**src/rtl/ctl_setup_rx_pkg.sv**
```systemverilog
// Shared USB encodings and types for the EP0 SETUP receiver.
package ctl_setup_rx_pkg;

    localparam logic [1:0] TOK_SETUP = 2'b11;
    localparam logic [1:0] PID_DATA0 = 2'b00;
    localparam logic [1:0] HSK_ACK   = 2'b00;

    typedef enum logic [2:0] {
        ST_IDLE,
        ST_WAIT,
        ST_RECV,
        ST_DROP,
        ST_ACK
    } state_t;

    typedef struct packed {
        logic [7:0]  rtype;
        logic [7:0]  rargs;
        logic [15:0] value;
        logic [15:0] index;
        logic [15:0] length;
    } setup_req_t;

    // Byte 0 is bmRequestType; the 16-bit fields arrive LSB first.
    function automatic setup_req_t unpack_req(input logic [7:0][7:0] b);
        setup_req_t r;
        r.rtype  = b[0];
        r.rargs  = b[1];
        r.value  = {b[3], b[2]};
        r.index  = {b[5], b[4]};
        r.length = {b[7], b[6]};
        return r;
    endfunction

endpackage

```
**src/rtl/ctl_setup_rx.sv**
```systemverilog
// EP0 SETUP stage receiver: captures the 8-byte DATA0 request,
// commits it on a clean packet and asks the encoder for an ACK.
module ctl_setup_rx
    import ctl_setup_rx_pkg::*;
#(
    parameter int TIMEOUT = 64
) (
    input  logic        clock,
    input  logic        reset,
    input  logic        tok_recv_i,
    input  logic [1:0]  tok_type_i,
    input  logic        crc_err_i,
    input  logic        out_tvalid_i,
    output logic        out_tready_o,
    input  logic        out_tlast_i,
    input  logic [1:0]  out_ttype_i,
    input  logic [7:0]  out_tdata_i,
    output logic        ctl_start_o,
    output logic [7:0]  ctl_rtype_o,
    output logic [7:0]  ctl_rargs_o,
    output logic [15:0] ctl_value_o,
    output logic [15:0] ctl_index_o,
    output logic [15:0] ctl_length_o,
    output logic        hsk_send_o,
    input  logic        hsk_sent_i,
    output logic [1:0]  hsk_type_o,
    output logic        err_o
);

    localparam int TW = $clog2(TIMEOUT + 1);

    state_t           state, state_nxt;
    logic [TW-1:0]    tmo_cnt, tmo_nxt;
    logic [3:0]       byte_cnt, byte_nxt;
    logic             crc_seen, crc_nxt;
    logic             pend, pend_nxt;
    logic [7:0][7:0]  shadow, shadow_nxt;
    setup_req_t       req, req_nxt;
    logic             start_nxt, err_nxt;
    logic             setup_tok, beat, take_byte;

    assign setup_tok    = tok_recv_i && (tok_type_i == TOK_SETUP);
    assign out_tready_o = (state == ST_WAIT) || (state == ST_RECV) || (state == ST_DROP);
    assign beat         = out_tvalid_i && out_tready_o;
    assign hsk_send_o   = (state == ST_ACK);
    assign hsk_type_o   = HSK_ACK;

    assign ctl_rtype_o  = req.rtype;
    assign ctl_rargs_o  = req.rargs;
    assign ctl_value_o  = req.value;
    assign ctl_index_o  = req.index;
    assign ctl_length_o = req.length;

    // Next-state, capture and commit decisions.
    always_comb begin
        state_nxt  = state;
        tmo_nxt    = tmo_cnt;
        byte_nxt   = byte_cnt;
        crc_nxt    = crc_seen;
        pend_nxt   = pend;
        shadow_nxt = shadow;
        req_nxt    = req;
        start_nxt  = 1'b0;
        err_nxt    = 1'b0;
        take_byte  = 1'b0;

        case (state)
            ST_IDLE: begin
                if (setup_tok) begin
                    state_nxt  = ST_WAIT;
                    tmo_nxt    = '0;
                    byte_nxt   = '0;
                    crc_nxt    = 1'b0;
                    shadow_nxt = '0;
                end
            end
            ST_WAIT, ST_RECV, ST_DROP: begin
                if (setup_tok) begin
                    // A fresh SETUP supersedes whatever was in flight.
                    err_nxt    = 1'b1;
                    state_nxt  = ST_WAIT;
                    tmo_nxt    = '0;
                    byte_nxt   = '0;
                    crc_nxt    = 1'b0;
                    shadow_nxt = '0;
                end else if (state == ST_WAIT) begin
                    if (beat) begin
                        if (out_ttype_i == PID_DATA0) begin
                            state_nxt = ST_RECV;
                            take_byte = 1'b1;
                        end else begin
                            err_nxt   = 1'b1;
                            state_nxt = out_tlast_i ? ST_IDLE : ST_DROP;
                        end
                    end else if (tmo_cnt == TW'(TIMEOUT - 1)) begin
                        err_nxt   = 1'b1;
                        state_nxt = ST_IDLE;
                    end else begin
                        tmo_nxt = tmo_cnt + 1'b1;
                    end
                end else if (state == ST_RECV) begin
                    if (crc_err_i) crc_nxt = 1'b1;
                    take_byte = beat;
                end else begin
                    if (beat && out_tlast_i) state_nxt = ST_IDLE;
                end
            end
            ST_ACK: begin
                if (setup_tok) pend_nxt = 1'b1;
                if (hsk_sent_i) begin
                    if (pend || setup_tok) begin
                        state_nxt  = ST_WAIT;
                        tmo_nxt    = '0;
                        byte_nxt   = '0;
                        crc_nxt    = 1'b0;
                        shadow_nxt = '0;
                    end else begin
                        state_nxt = ST_IDLE;
                    end
                    pend_nxt = 1'b0;
                end
            end
            default: state_nxt = ST_IDLE;
        endcase

        // Data beat: store first 8 bytes, judge the packet on tlast.
        if (take_byte) begin
            if (byte_cnt < 4'd8) shadow_nxt[byte_cnt[2:0]] = out_tdata_i;
            if (byte_cnt != 4'd9) byte_nxt = byte_cnt + 4'd1;
            if (out_tlast_i) begin
                if (byte_cnt == 4'd7 && !crc_seen && !crc_err_i) begin
                    req_nxt   = unpack_req(shadow_nxt);
                    start_nxt = 1'b1;
                    state_nxt = ST_ACK;
                end else begin
                    err_nxt   = 1'b1;
                    state_nxt = ST_IDLE;
                end
            end
        end
    end

    // State and datapath registers.
    always_ff @(posedge clock) begin
        if (reset) begin
            state       <= ST_IDLE;
            tmo_cnt     <= '0;
            byte_cnt    <= '0;
            crc_seen    <= 1'b0;
            pend        <= 1'b0;
            shadow      <= '0;
            req         <= '0;
            ctl_start_o <= 1'b0;
            err_o       <= 1'b0;
        end else begin
            state       <= state_nxt;
            tmo_cnt     <= tmo_nxt;
            byte_cnt    <= byte_nxt;
            crc_seen    <= crc_nxt;
            pend        <= pend_nxt;
            shadow      <= shadow_nxt;
            req         <= req_nxt;
            ctl_start_o <= start_nxt;
            err_o       <= err_nxt;
        end
    end

endmodule

```
**config.mk**
```make
export PLATFORM = sky130hd
export DESIGN_NAME = ctl_setup_rx
export DESIGN_NICKNAME = d
export VERILOG_FILES = /design/src/rtl/ctl_setup_rx_pkg.sv /design/src/rtl/ctl_setup_rx.sv
export SDC_FILE = /design/constraint.sdc
export NUM_CORES = 1
export LEC_CHECK = 0
export ABC_AREA = 1
export CORE_MARGIN = 10
export CORE_UTILIZATION = 40
export CTS_CLUSTER_SIZE = 14
export DETAILED_ROUTE_END_ITERATION = 7
export PLACE_DENSITY_LB_ADDON = 0.3
export SLEW_MARGIN = 20
export SYNTH_ARGS = -nofsm -noshare
export SYNTH_HDL_FRONTEND = slang
export SYNTH_SLANG_ARGS = --single-unit
```
**constraint.sdc**
```tcl
create_clock -name clock -period 2.15 [get_ports clock]
set_clock_uncertainty 0.15 [all_clocks]
set_input_delay 0.43 -clock clock [delete_from_list [all_inputs] [get_ports clock]]
set_output_delay 0.43 -clock clock [all_outputs]
set_load 0.01 [all_outputs]
```
## Yosys cells after proc, flatten, opt, wreduce, memory -nomap -nowiden

Cells that the tools add are included.

- Logic and storage cells: 130
- Latch bits: 0
- Flip-flop bits (word level): 146
- Memory bits (writable): 0
- Memories kept: 0
- Bits of input ports: 19
- Bits in read-only memories: 0
- Output and inout port bits: 70

- Shifts and indexed selects: 0
- Div/mod/pow operators: 0
- Multiply operators: 0
- Reductions and logical operators: 22
- Order comparisons: 3
- Add/subtract/negate cells: 2
- Equal/unequal tests: 17
- Bitwise operators: 2
- Mux-type cells: 64

Operators with widths:

| cell | count |
|---|---|
| 2-to-1 mux 64 bit | 5 |
| case mux 64 bit (2 select lines) | 1 |
| bitwise mux 64 bit | 1 |
| 2-to-1 mux 7 bit | 7 |
| 2-to-1 mux 3 bit | 11 |
| 2-to-1 mux 1 bit | 26 |
| demux 8 bit (select 3 bit) | 1 |
| case mux 7 bit (3 select lines) | 1 |
| 2-to-1 mux 4 bit | 5 |
| inequality test 3 bit, second input constant | 6 |
| AND reduction 7 bit | 2 |
| case mux 3 bit (3 select lines) | 1 |
| 2-to-1 mux 8 bit | 1 |
| case mux 4 bit (2 select lines) | 1 |
| adder 7 x 1 -> 7 bit, second input constant | 1 |
| == test 7 x 6 -> 1 bit, second input constant | 1 |
| == test 3 x 2 -> 1 bit, second input constant | 2 |
| logical AND 1 bit | 6 |
| OR reduction 3 bit | 2 |
| adder 4 x 1 -> 4 bit, second input constant | 1 |
| == test 4 x 3 -> 1 bit, second input constant | 1 |
| less-than comparator 3 x 4 -> 1 bit, second input constant | 1 |
| less-than comparator 4 bit, second input constant | 1 |
| 2-to-1 mux 2 bit | 2 |
| 18 further kinds | 23 |

## Longest topological paths before layout

Gate-level depths: netlist (run 1).

- Depth after elaboration: 12
- Mapped depth: 12
- Mapped depth without buffers: 11

## Worst setup path after synthesis (run 1)

OpenSTA, ideal clock, no wires.

- Path kind: input port to flip-flop
- Start point: input port tok_type_i[0]
- End point: register shadow[32] in the netlist's numbering
- Data required time: 1.943 ns
- Stages on the path: 10
- Path slack: 0.471 ns
- Arrival: 1.472 ns
- Buffers on the path: 3
- Cells stage by stage: nand3_1 buf_2 o21ai_1 nand2_2 buf_6 buf_4 nand2_1 a21oi_1 o21ai_1 inv_1

- Word-level cells in the longest chain between the ends: 9
- Elaborated cells on any way between the ends: 12
- Those cells by class: eq/ne: 1; mux: 9; reduce/logical: 2

Ends and longest elaborated chain:

| element | RTL line | RTL |
|---|---|---|
| start: declaration | ctl_setup_rx.sv:11 | `input logic [1:0] tok_type_i,` |
| == test 2 bit * | ctl_setup_rx.sv:42 | `assign setup_tok = tok_recv_i && (tok_type_i == TOK_SETUP);` |
| logical AND 1 bit * | ctl_setup_rx.sv:42 |  |
| logical OR 1 bit | ctl_setup_rx.sv:111 | `if (pend \|\| setup_tok) begin` |
| 2-to-1 mux 64 bit | ctl_setup_rx.sv:111 |  |
| 2-to-1 mux 64 bit | ctl_setup_rx.sv:110 | `if (hsk_sent_i) begin` |
| case mux 64 bit (2 select lines) | ctl_setup_rx.sv:67 | `case (state)` |
| bitwise mux 64 bit | ctl_setup_rx.sv:128 | `if (byte_cnt < 4'd8) shadow_nxt[byte_cnt[2:0]] = out_tdata_i;` |
| 2-to-1 mux 64 bit | ctl_setup_rx.sv:128 |  |
| 2-to-1 mux 64 bit * | ctl_setup_rx.sv:127 | `if (take_byte) begin` |
| end signal: assignment | ctl_setup_rx.sv:161 | `shadow <= shadow_nxt;` |
| end: declaration | ctl_setup_rx.sv:37 | `logic [7:0][7:0] shadow, shadow_nxt;` |

Mark *: on every way between the ends. The rest lies on a longest branch, timed or not.
A chain may end at the register's enable or synchronous reset.

## Final worst setup path (run 1)

- Start point: register req, in the netlist ctl_index_o[15]
- End point: output port ctl_index_o[15]

RTL lines:

| element | RTL line | RTL |
|---|---|---|
| start: declaration | ctl_setup_rx.sv:38 | `setup_req_t req, req_nxt;` |
| start signal: assignment | ctl_setup_rx.sv:162 | `req <= req_nxt;` |
| end: declaration | ctl_setup_rx.sv:22 | `output logic [15:0] ctl_index_o,` |

No word-level cell between the ends.

==> results of run 1 <==
[registers in the layout, summed over array words and instances, names as in the netlist]
| register | cells |
|---|---|
| ctl_length_o | 16 |
| ctl_rargs_o | 8 |
| err_o | 1 |
| ctl_value_o | 16 |
| ctl_start_o | 1 |
| tmo_cnt | 7 |
| ctl_rtype_o | 8 |
| pend | 1 |
| byte_cnt | 4 |
| shadow | 64 |
| state | 3 |
| ctl_index_o | 16 |
| crc_seen | 1 |
[cells in the final DEF (no fill, tap or decap), types with 2 or more instances in the layout]
| cell type | n |
|---|---|
| nand2_1 | 391 |
| nor2_4 | 2 |
| inv_1 | 155 |
| clkinv_2 | 4 |
| dfxtp_2 | 2 |
| conb_1 | 2 |
| dfxtp_1 | 144 |
| nand3_1 | 84 |
| ha_1 | 3 |
| clkinvlp_4 | 6 |
| clkdlybuf4s50_1 | 83 |
| nor2_1 | 164 |
| dlygate4sd2_1 | 2 |
| a21oi_1 | 79 |
| inv_2 | 4 |
| o21ai_1 | 52 |
| buf_4 | 21 |
| buf_12 | 11 |
| nand2_4 | 2 |
| clkbuf_16 | 17 |
| o21ai_0 | 17 |
| bufinv_16 | 3 |
[cells in the mapped netlist]
cell type  number
nand3b_1        1
dfxtp_1       146
nor2_1        164
o21ai_1        52
o21bai_1        1
clkinv_1        2
or2_2           1
nand2_2         3
nand2_1       391
o21ai_0        17
nand4_2         1
inv_1         155
nand3_2         1
buf_2          18
nand3_1        84
a21oi_1        79
ha_1            3
nor2_4          1
buf_4           8
clkbuf_2        2
o22ai_1         1
clkbuf_1       18
buf_1          10
o211ai_1        1
nor2_2          2
inv_2           3
buf_6          13
nand4_1         1
conb_1          1
xor2_1          1
[where the power goes]
group | internal [mW] | leakage, nW | total (mW) | switching [mW]
registers | 2.71 | 1.18 | 2.72 | 0.00574
clock network | 1.84 | 0.280 | 3.04 | 1.19
logic | 0.0836 | 3.38 | 0.248 | 0.165
total | 4.64 | 4.84 | 6.00 | 1.36
[per-stage QoR]
stage / cells / TNS [ns] / total power [mW]
6_report: 1492 / 0 / 6.002
5_1_grt: 1492 / 0 / 6.193
4_1_cts: 1492 / 0 / 6.050
3_5_place_dp: 1460 / -5.677 / 3.023
3_3_place_gp: 1460 / -3.634 / 3.023
2_1_floorplan: 1182 / 0 / 2.909
[how the worst max path moves through the flow]
stage,start,end,cells after the start,slack [ns]
after global routing,byte_cnt[3]$_SDFF_PP0_,shadow[61]$_SDFF_PP0_,7,0.009
final,ctl_index_o[15]$_SDFFE_PP0P_,ctl_index_o[15],1,0.17
after detailed placement,tok_type_i[0],ctl_value_o[2]$_SDFFE_PP0P_,9,-0.11
after floorplan,tok_type_i[0],shadow[32]$_SDFF_PP0_,10,0.47
after CTS,ctl_index_o[15]$_SDFFE_PP0P_,ctl_index_o[15],1,0.16
after global placement,tok_recv_i,ctl_value_o[2]$_SDFFE_PP0P_,9,-0.09
[area by class of cell]
cell class                 instances  area (sq um)  area share [%]
multi-input combinational        807          3428           37.78
sequential                       146          2925           32.23
timing repair buffer             118          1231           13.57
inverter                         160         600.6           6.618
clock buffer                      18         439.2           4.839
tap                              229         286.5           3.157
clock inverter                    14         163.9           1.806
[cells by family (layout without fill, tap and decap cells)]
logic type | Yosys count | after routing
compound gates | 151 | 151
xor+xnor | 1 | 1
fa+ha+maj | 3 | 3
simple gates | 650 | 650
flops | 146 | 146
buf+inv | 229 | 310
other cells | 1 | 2
[worst reg2reg max path, stage by stage (launching register included)]
cell     delay, ns
dfxtp_1       0.43
ha_1          0.22
nand2_1       0.07
nor2_1        0.23
nand4_4       0.21
buf_12        0.25
nor2_1        0.19
nor2_1        0.06
[per-layer routing]
layer	routed length, microns	track usage [%]	vias to the layer above
met1	8628	19.11	3099
met3	998	3.915	28
met4	382	5.125	0
met5	0	0	-
li1	-	-	3742
met2	8569	24.69	134
[repair_timing]
action	4_1_cts	5_1_grt
setup endpoints to repair	2	0
hold endpoints to repair	0	0
gates resized for setup	5	0
==> impl_metrics.csv, run 1 <==
group,metric,value,unit
setup_path,worst_path_largest_cell_delay,0.57,ns
timing,setup_ws,0.1692,ns
placement,port_buffers,86,
worst_hold_path,hold_startpoint,"pend$_SDFFE_PP0P_",
flow_run,cap_viol_max_count,0,
setup_path,critical_path.endpoint_type,"output port",
clock_network,worst_skew_pair.late_latency,0.43,ns
yosys,synth_area,0.007336,sq mm
floorplan,core.rowCount,49,
routing,drtPass1Iterations,6,
grt,globalRouteOverflowTotal,0,
grt,grt_pass1_vias,6264,
worst_hold_path,hold-path-cell-count,2,
grt,grt_pass1_wl,30.62,mm
power,peakVddDrop,0.5763,mV
yosys,post_synth_mux_area_share,0,%
setup_path,critical-path-top-delay-family,"buffers and inverters",
yosys,synth_top_cells_by_area,"dfxtp_1 (40%), nand2_1 (20%), nor2_1 (8.4%)",
yosys,synth.largest_area_cell,"dfxtp_1",
setup_path,timing.critical_path.fanout_max,2,
setup_path,crit_chain,"clkdlybuf4s50_1",
clock_network,numClockSinks,146,
clock_network,cts_tree,"yes",
final_layout,stdcell_area,0.009075,sq mm
timing,timing.hold.ws,0.3107,ns
clock_network,num_cts_buffers,17,
setup_path,critical_path.reg2reg.endpoint,"ctl_value_o[2]$_SDFFE_PP0P_",
floorplan,initial_core_util,40.70,%
clock_network,cts_buffer_depth,2,
routing,detail_route.vias_per_cell,4.694,
timing,rsz0062_at_grt,"false",
routing,detail_route.wirelength,18.58,mm
routing,vias,7003,
timing,finalSetupViolations,0,
clock_network,postCtsSetupRepairBufs,0,
yosys,synth_compound_gate_area_share,10.39,%
floorplan,ios,89,
routing,ant_nets,0,
yosys,synth-adder-area-share,0.5117,%
yosys,synthDominantCellAreaShare,39.84,%
yosys,synth_top_family_by_area,"simple AND/OR/NAND/NOR gates",
yosys,synth.distinct_cells,30,
timing,finalCriticalPeriod,1.981,ns
routing,avgRoutedWirePerCell,12.45,microns
timing,worstMarginPinSlew,0.5962,ns
yosys,postSynthRegisterBits,146,
setup_path,crit_path_start_kind,"flop",
power,power-per-cell-area,661.3,mW/mm^2
final_layout,flow.area_growth_from_synthesis,23.71,%
final_layout,final_util,50.35,%
yosys,syn_inst,1181,
timing,finalCritPeriodShare,92.13,%
timing,slew_headroom,60.13,%
yosys,synthXorXnorAreaFrac,0.1194,%
timing,max_clock_freq,504.8,MHz
setup_path,r2r_cells,7,
clock_network,hold_buffers,0,
clock_network,clk_pin_slew_worst_paths,0.06,ns
outcome,outcome,"complete, no violations",
setup_path,arrival,1.40,ns
setup_path,path_buf_inv,1,
yosys,post_synth_and_or_nand_nor_area_fraction,35.29,%
grt,antenna_found_initial,0,
routing,drt_first_iter_violations,548,
floorplan,core,0.01802,sq mm
floorplan,design.die.area,0.02416,sq mm
final_layout,drive_above_1_share,6.334,%
power,p_leak,4.837,nW
final_layout,antenna-diode-count,0,
setup_path,cp.required,1.57,ns
final_layout,net_total_in_the_final_layout,1272,
worst_hold_path,whs_endpoint,"pend$_SDFFE_PP0P_",
grt,grt_max_degree,76,
floorplan,fp.dieW,155.4,microns
yosys,yosysSeqAreaShare,39.84,%
clock_network,cts_root_buf,"clkbuf_16",
setup_path,regToRegSetupSlack,0.24,ns
timing,final_max_slew_viol_count,0,
yosys,synth_area_per_cell,6.212,sq um
placement,routabilityCongestion,0.8226,
placement,post_place_worst_slack,-0.1057,ns
yosys,ys.warnings.count,0,
setup_path,cpMaxStageDelayCell,"clkdlybuf4s50_1",
placement,dpl.hpwl,12.23,mm
worst_hold_path,min_path_type,"flop to flop",
timing,final-hold-violation-count,0,
clock_network,h-tree-depth,4,
routing,post-route-drc-count,0,
grt,globalRouteTotalUtil,15.20,%
setup_path,timing.setup.critical_path_class,"flop to output port",
placement,detailed_place.area,0.008467,sq mm
floorplan,floorplan.die.height,155.4,microns
final_layout,layout_filler_cell_count,1853,
setup_path,worst_r2r_startpoint,"byte_cnt[1]$_SDFF_PP0_",
Power figures use the tool's default switching activity.
==> inputs of run 2 (changes only) <==
--- a/config.mk
+++ b/config.mk
@@ -7,11 +7,11 @@
 export LEC_CHECK = 0
 export ABC_AREA = 1
 export CORE_MARGIN = 10
-export CORE_UTILIZATION = 40
+export CORE_UTILIZATION = 45
 export CTS_CLUSTER_SIZE = 14
 export DETAILED_ROUTE_END_ITERATION = 7
 export PLACE_DENSITY_LB_ADDON = 0.3
-export SLEW_MARGIN = 20
+export SLEW_MARGIN = 25
 export SYNTH_ARGS = -nofsm -noshare
 export SYNTH_HDL_FRONTEND = slang
 export SYNTH_SLANG_ARGS = --single-unit
==> run 2 against run 1 <==
Hold slack got worse by 0.0029 ns. Largest power group unchanged. Critical path type is now flop to flop. Final area down 0.92%. Combinational power hardly changed. Routed wire length shrank 1.8%. Global-route usage is 1.8 points higher. Sequential power is essentially flat. Final cell count shrank 0.87%. Critical endpoint is now shadow[17]$_SDFF_PP0_. First-iteration DRC count down 1.8%.
==> impl_metrics.csv, run 2 (synthesis results as in run 1) <==
group,metric,value,unit
placement,dp.cells,1447,
setup_path,critical_path.endpoint_type,"flop",
setup_path,worst_r2r_startpoint,"state[2]$_SDFF_PP0_",
floorplan,fp.dieW,147.7,microns
final_layout,area.sequential,0.002925,sq mm
final_layout,registers.top_by_ff_count,"shadow",
power,power.share.sequential,47.7,%
floorplan,floorplan.die.height,147.7,microns
setup_path,cp.required,2.31,ns
placement,dpl.hpwl,11.96,mm
clock_network,cts_root_buf,"clkbuf_16",
grt,globalRouteTotalUtil,17.02,%
power,switching_component_of_the_power,1.238,mW
clock_network,cts_buffer_depth,2,
setup_path,arrival,2.16,ns
routing,avgRoutedWirePerCell,12.33,microns
timing,slew_headroom,61.96,%
floorplan,initial_core_util,46.01,%
setup_path,cpMaxStageDelayCell,"dfxtp_1",
timing,worstMarginPinSlew,0.5689,ns
final_layout,drive_above_1_share,5.938,%
floorplan,design.die.area,0.02181,sq mm
power,p_clk_share,48.0,%
setup_path,timing.critical_path.fanout_max,75,
routing,ant_nets,0,
setup_path,critical-path-top-cell-by-count,"nand2_1",
final_layout,layout_commonest_cell,"nand2_1",
grt,grt_pass1_vias,6473,
routing,drtPass1Iterations,5,
floorplan,core,0.01594,sq mm
setup_path,critical_path.reg2reg.endpoint,"shadow[17]$_SDFF_PP0_",
final_layout,multi_input_area,0.003428,sq mm
clock_network,h-tree-depth,4,
setup_path,r2r_cells,11,
final_layout,largest_register_ff_count,64,
clock_network,numClockSinks,146,
timing,final-hold-violation-count,0,
timing,finalCritPeriodShare,92.87,%
clock_network,cts_tree,"yes",
final_layout,flow.area_growth_from_synthesis,22.57,%
grt,grt_max_degree,76,
timing,max_clock_freq,500.8,MHz
placement,detailed_place.area,0.008438,sq mm
worst_hold_path,hold_startpoint,"pend$_SDFFE_PP0P_",
worst_hold_path,whs_endpoint,"pend$_SDFFE_PP0P_",
worst_hold_path,min_path_type,"flop to flop",
worst_hold_path,hold-path-cell-count,2,
power,p_leak,4.832,nW
final_layout,most-common-layout-cells,"nand2_1 (391), nor2_1 (164), inv_1 (155)",
routing,post-route-drc-count,0,
timing,finalCriticalPeriod,1.997,ns
outcome,outcome,"complete, no violations",
routing,vias,7006,
timing,setup-tns-final,0,ns
timing,final_max_slew_viol_count,0,
clock_network,num_cts_buffers,17,
floorplan,ios,89,
placement,routabilityCongestion,0.8569,
setup_path,timing.setup.critical_path_class,"flop to flop",
power,report.power.total,5.700,mW
grt,antenna_found_initial,0,
final_layout,antenna-diode-count,0,
clock_network,hold_buffers,0,
setup_path,crit_path_start_kind,"flop",
routing,detail_route.wirelength,18.24,mm
setup_path,regToRegSetupSlack,0.15,ns
floorplan,core.rowCount,46,
setup_path,worst_path_largest_cell_delay,0.44,ns
placement,port_buffers,86,
routing,drt_first_iter_violations,538,
final_layout,stdcell_area,0.008991,sq mm
clock_network,worst_skew_pair.late_latency,0.42,ns
final_layout,final_util,56.40,%
grt,globalRouteOverflowTotal,0,
power,power-per-cell-area,633.9,mW/mm^2
power,cell_internal_pwr,4.462,mW
power,pwr-share-comb,4.3,%
setup_path,crit_chain,"inv_2 -> nand2_2 -> nor2_2 -> nand2_1 -> nand2_1 -> buf_4 -> nand2_4 -> buf_12 -> a21oi_1 -> o21ai_1 -> inv_1",
routing,detail_route.vias_per_cell,4.737,
power,power.switching_fraction,21.71,%
flow_run,cap_viol_max_count,0,
final_layout,net_total_in_the_final_layout,1273,
power,peakVddDrop,0.4732,mV
clock_network,clk_pin_slew_worst_paths,0.06,ns
timing,rsz0062_at_grt,"false",
grt,grt_pass1_wl,31.04,mm
final_layout,fin_cells,1479,
timing,finalSetupViolations,0,
final_layout,layout_filler_cell_count,1560,
## run 2: cell count changes in the layout (fill, tap and decap cells not counted), sizes merged
cell,change
clkbuf,+7
buf,+1
clkinvlp,-6
bufinv,-2
## run 2: how the worst max path moves through the flow
stage	from	to	slack, ns	cells after the start
2_1_floorplan	tok_type_i[0]	shadow[32]$_SDFF_PP0_	0.47	10
3_3_place_gp	tok_recv_i	ctl_length_o[13]$_SDFFE_PP0P_	-0.05	9
3_5_place_dp	tok_recv_i	ctl_length_o[2]$_SDFFE_PP0P_	-0.06	9
4_1_cts	ctl_index_o[15]$_SDFFE_PP0P_	ctl_index_o[15]	0.16	1
5_1_grt	state[2]$_SDFF_PP0_	shadow[17]$_SDFF_PP0_	0.03	11
6_report	state[2]$_SDFF_PP0_	shadow[17]$_SDFF_PP0_	0.15	11
## run 2: power by group through the flow
| stage | registers (mW) | logic (mW) | clock network, mW |
|---|---|---|---|
| after floorplan | 2.77 | 0.134 | 0 |
| after global placement | 2.78 | 0.245 | 0 |
| after detailed placement | 2.78 | 0.245 | 0 |
| after CTS | 2.72 | 0.248 | 2.79 |
| after global routing | 2.72 | 0.269 | 2.92 |
| final | 2.72 | 0.248 | 2.73 |
## run 2: layout make-up
| class | instances | share of cell area [%] |
|---|---|---|
| tap | 216 | 3.006 |
| multi-input combinational | 807 | 38.13 |
| clock buffer | 25 | 5.399 |
| sequential | 146 | 32.54 |
| inverter | 160 | 6.680 |
| timing repair buffer | 119 | 13.64 |
| clock inverter | 6 | 0.6123 |
## run 2: what timing repair did
action,in CTS,in global routing
setup endpoints to repair,2,0
gates resized for setup,5,0
buffers inserted,1,0
hold endpoints to repair,0,0
## run 2: worst max-delay path: cells and delay by family (launching register included)
| kind | cells | cell delay, ns |
|---|---|---|
| buf+inv | 4 | 0.60 |
| flops | 1 | 0.44 |
| simple gates | 5 | 0.42 |
| compound gates | 2 | 0.23 |
## run 2: routing by layer
metal	vias up	routed length, microns	global-route usage, %
met3	29	1086	5.006
met5	-	0	0
met2	157	8370	27.77
met4	0	326	5.451
met1	3074	8455	21.10
li1	3746	-	-
## run 2: per-stage QoR
stage	hold WS (ns)	setup WS [ns]
floorplan	0.2848	0.4711
global placement	0.2986	-0.04626
detailed placement	0.3040	-0.06021
CTS	0.3121	0.1569
global route	0.3369	0.02685
finish	0.3078	0.1532
